## src/rtl/mux_scan_sequencer.sv

```systemverilog
// mux_scan_sequencer: drives the select lines of a 4:1 one-bit mux through channels 0..3 and samples each into a 4-bit word.
// Latency: one scan takes 4*(SETTLE_CYCLES+1) cycles from the start edge to word_valid.
// Backpressure: the completed word is held with word_valid=1 until word_ready; abort cancels from any state.
//
// Ports:
//   clk, rst_n            clock, asynchronous active-low reset
//   start                 begin one scan (level, sampled in IDLE only)
//   abort                 synchronous cancel back to IDLE, has priority over everything
//   mux_out               sampled mux output
//   addr1, addr0          mux select lines (registered)
//   busy                  high in every state except IDLE
//   word, word_valid      sampled word and its valid flag
//   word_ready            consumer accepts word (only looked at in HOLD)
//
// Build option: define MUX_SCAN_CONTINUOUS_EN to make a handshake in HOLD
// restart the scan immediately instead of returning to IDLE.

module mux_scan_sequencer #(
  parameter int unsigned SETTLE_CYCLES = 2
) (
  input  logic       clk,
  input  logic       rst_n,
  input  logic       start,
  input  logic       abort,
  input  logic       mux_out,
  output logic       addr1,
  output logic       addr0,
  output logic       busy,
  output logic [3:0] word,
  output logic       word_valid,
  input  logic       word_ready
);

  typedef enum logic [1:0] {
    IDLE   = 2'd0,
    SETTLE = 2'd1,
    SAMPLE = 2'd2,
    HOLD   = 2'd3
  } state_e;

  // Counter reload: SETTLE lasts cnt = LOAD..0, i.e. SETTLE_CYCLES cycles.
  localparam logic [3:0] CNT_LOAD = 4'(SETTLE_CYCLES - 1);

  state_e     state_q, state_d;
  logic [1:0] addr_q, addr_d;
  logic [3:0] cnt_q, cnt_d;
  logic [3:0] word_q, word_d;

  // State and datapath registers
  always_ff @(posedge clk or negedge rst_n) begin
    if (!rst_n) begin
      state_q <= IDLE;
      addr_q  <= 2'b00;
      cnt_q   <= 4'd0;
      word_q  <= 4'b0000;
    end else begin
      state_q <= state_d;
      addr_q  <= addr_d;
      cnt_q   <= cnt_d;
      word_q  <= word_d;
    end
  end

  // Next-state logic; abort overrides every transition
  always_comb begin
    state_d = state_q;
    if (abort) begin
      state_d = IDLE;
    end else begin
      case (state_q)
        IDLE:    if (start) state_d = SETTLE;
        SETTLE:  if (cnt_q == 4'd0) state_d = SAMPLE;
        SAMPLE:  state_d = (addr_q == 2'b11) ? HOLD : SETTLE;
        HOLD: begin
          if (word_ready) begin
`ifdef MUX_SCAN_CONTINUOUS_EN
            state_d = SETTLE;
`else
            state_d = IDLE;
`endif
          end
        end
        default: state_d = IDLE;
      endcase
    end
  end

  // Datapath next values: select lines, settle counter, sampled word
  always_comb begin
    addr_d = addr_q;
    cnt_d  = cnt_q;
    word_d = word_q;
    if (abort) begin
      // Partial word is deliberately kept; only the sequencing state is cleared.
      addr_d = 2'b00;
      cnt_d  = 4'd0;
    end else begin
      case (state_q)
        IDLE: begin
          if (start) begin
            addr_d = 2'b00;
            cnt_d  = CNT_LOAD;
            word_d = 4'b0000;
          end
        end
        SETTLE: begin
          if (cnt_q != 4'd0) cnt_d = cnt_q - 4'd1;
        end
        SAMPLE: begin
          // Capture happens on the same edge the select lines move on.
          word_d[addr_q] = mux_out;
          if (addr_q != 2'b11) begin
            addr_d = addr_q + 2'b01;
            cnt_d  = CNT_LOAD;
          end
        end
        HOLD: begin
          if (word_ready) begin
            addr_d = 2'b00;
`ifdef MUX_SCAN_CONTINUOUS_EN
            cnt_d  = CNT_LOAD;
            word_d = 4'b0000;
`endif
          end
        end
        default: begin
          addr_d = 2'b00;
          cnt_d  = 4'd0;
        end
      endcase
    end
  end

  // Outputs decode registers only; no input-to-output combinational path
  always_comb begin
    addr1      = addr_q[1];
    addr0      = addr_q[0];
    word       = word_q;
    busy       = (state_q != IDLE);
    word_valid = (state_q == HOLD);
  end

endmodule

```

## config.mk

```make
export PLATFORM = sky130hd
export DESIGN_NAME = mux_scan_sequencer
export DESIGN_NICKNAME = d
export VERILOG_FILES = /design/src/rtl/mux_scan_sequencer.sv
export SDC_FILE = /design/constraint.sdc
export NUM_CORES = 1
export LEC_CHECK = 0
export ABC_AREA = 0
export ABC_CLOCK_PERIOD_IN_PS = 1500
export CAP_MARGIN = 20
export CORE_MARGIN = 1
export CORE_UTILIZATION = 35
export DETAILED_ROUTE_END_ITERATION = 7
export RECOVER_POWER = 50
export SLEW_MARGIN = 30
export SYNTH_ARGS = -nofsm -noshare
export SYNTH_HDL_FRONTEND = slang
export SYNTH_SLANG_ARGS = --single-unit
```

## constraint.sdc

```tcl
create_clock -name clk -period 1.5 [get_ports clk]
set_input_delay 0.375 -clock clk [delete_from_list [all_inputs] [get_ports clk]]
set_output_delay 0.375 -clock clk [all_outputs]
set_load 0.01 [all_outputs]
```

==> impl_results.md <==
- Die Y: between 40 and 50 um
- Clk pin slew, worst setup/hold paths: roughly 80 ps
- First-pass detailed-route iteration total: 5
- Clk_skew: roughly 4.3 ps
- Routed WL: slightly above 2 mm
- Post-synth EDFFs: 0
- GRT Residual Overflow: 0
- Final #Nets: between 100 and 150
- Core Util, Final: approximately three fifths
- Share of layout cells above drive strength 1: around 34%
- Max_cap viols: 0
- Post-CTS Hold Fix Bufs: 0
- Critical path class: register to register
- Netlist cell types: 36
- Number of global-route vias before repair: 793
- CTS tree: done
- Largest net degree at the start of global routing: 17
- Final period util: 99.7%
- Fmax: about 670 MHz
- CP Launch Type: register
- Area growth, synth to finish: 54.2%
- Fill count: between 150 and 200
- Post-route antenna net violation count: 0
- GRT Overall Usage: approximately 18%
- Final setup fails: 0
- Leakage: between 0.5 and 0.6 nW
- Final hold vios: 0
- Clock latency on the worst-skew pair: approximately 280 ps
- Overall via count from detail_route: about 790
- Synth Area per Inst: around 9.5 um2
- PortBufs: 13
- Minimum clock period: approximately 1500 ps
- Hold Crit Class: register to register
- Die area: between 0.002 and 0.0025 mm2
- Crit end category: register
- Post-route total power: 1.20 mW
- Power Dens Cells: 992 mW/mm2
- Iter 0 DRT Violations: 11
- RSZ-0062 raised after global routing: yes
- Status: completed
- Remaining DRCs: 0
- Diode count: 0
- Synth Register Bits: 12
- Synthesized area: 782 um2
- Num CTS Buffers: 3
- Fin area: 0.00121 mm2
- Worst-Margin Slew: between 600 and 700 ps
- GP Congestion: 0.796
- Synth area leaders: dfrtp_1 (38%), ha_1 (9.6%), o32ai_1 (4.5%)
- Vias per cell: approximately 5.5
- Longest Clk Path Bufs: 2
- Post-Place Cell Area: approximately 0.0011 mm2
- Worst slew margin: approximately 56%
- Share of the synthesized area in the top cell type: a little under two fifths
- Post-synth top cells: dfrtp_1 (12), inv_1 (9), ha_1 (6), nand2_1 (6), o32ai_1 (4)
- Final Non-Filler Cells: 143
- Starting Density: 38.7%
- Post-synth top area cell: dfrtp_1
- Dpl hpwl: ~1.4 mm
- Seq/Total Area, Yosys: about two fifths
- Count leader, synth: dfrtp_1
- Routed WL per cell: ~14 um
- Core Region: around 0.0020 mm2
- Row cnt: 16
- Fin. max-slew vios: 0
- Clk root buf: clkbuf_4
- Syn_nets: between 90 and 100
- Top-Level Pins: 14
- Dominant synthesized flop cell: dfrtp_1
- Placed Instances: around 140
- Worst VDD drop: around 0.54 mV
- Worst R2R Setup Slack: just under 5 ps
- Sink Count: 12
- Synthesis Warnings: 0
- First-pass GRT wire length: 3.31 mm
- Initial antenna violation count: 0
- Die width: ~49 um
- Worst Path Required: approximately 1700 ps
- Mapped Cells: 82
- Ys async rst share: between 90% and 100%
- WP data arrival: 1670 ps
- H-tree level count: 1
- Crit Path Max Fanout: 3
## cells by family (layout without fill, tap and decap cells)
kind of cell / after synthesis / after routing / synth area share [%]
adder cells (fa/ha/maj): 6 / 6 / 9.60
buffers and inverters: 13 / 47 / 7.36
multiplexers: 3 / 3 / 3.84
AO/OA/AOI/OAI: 21 / 21 / 21.3
flip-flops: 12 / 12 / 38.4
AND/OR/NAND/NOR: 27 / 27 / 19.5
## path summary, 6_finish.rpt
path                          start         end  cells past startpoint
max                        cnt_q[0]  state_q[0]                      5
max in group asynchronous     rst_n     word[0]                      2
min reg2reg                 word[3]     word[3]                      1
min                         word[3]     word[3]                      1
max reg2reg                cnt_q[0]  state_q[0]                      5
min in group asynchronous     rst_n    cnt_q[2]                      2
## layout make-up
cell class / count / area [um2] / area share (%)
flip-flops and latches: 12 / 300 / 24.9
inverters: 10 / 37.5 / 3.11
repair buffers: 33 / 278 / 23.0
clock buffers: 4 / 36.3 / 3.01
multi-input cells: 57 / 520 / 43.2
well taps: 27 / 33.8 / 2.80
## layout by cell type (no fill, tap or decap), drive strengths merged, types with 4 or more instances in the layout
cell            n
ha              6
clkdlybuf4s50   4
dlygate4sd2     6
buf            19
clkbuf          6
nand2           6
inv            10
o32ai           4
dfrtp          12
## metrics by stage
step                setup TNS [ps]  hold WS [ps]  setup WS, ps
floorplan                        0          79.4          33.0
global placement             -1600           516          -247
detailed placement           -1650           522          -265
CTS                              0           401         0.477
global route                 -63.7           585         -29.9
finish                           0           539          4.86
## sequential cells by signal, indices dropped and copies added (netlist names)
| signal | count |
|---|---|
| word | 4 |
| cnt_q | 4 |
| state_q | 2 |
| addr_q | 2 |
## metal layers
metal / part of all wire (%) / track usage, % / up-vias / wire length, um
li1: - / - / 373 / -
met1: 45 / 22.5 / 390 / 920
met2: 49 / 29.2 / 18 / 1000
met3: 4.5 / 3.43 / 5 / 91
met4: 1.3 / 8.33 / 0 / 27
met5: 0 / 0 / - / 0
## timing repair
action,4_1_cts,5_1_grt
resized for setup,22,12
endpoints found under the setup margin,15,11
pin swaps,4,3
setup buffers,0,2
## power by group
part           internal, mW  leakage, nW  switching, mW
combinational         0.275        0.365          0.249
sequential            0.364        0.163         0.0372
clock                 0.148       0.0210          0.123
total                 0.787        0.549          0.409
## worst max-delay path, cell delays in order (launching register included)
cell,delay (ps)
dfrtp_1,400
inv_2,70
ha_2,190
or3b_2,460
o2111ai_2,190
nand2_1,80
(Power assumes the default switching activity.)
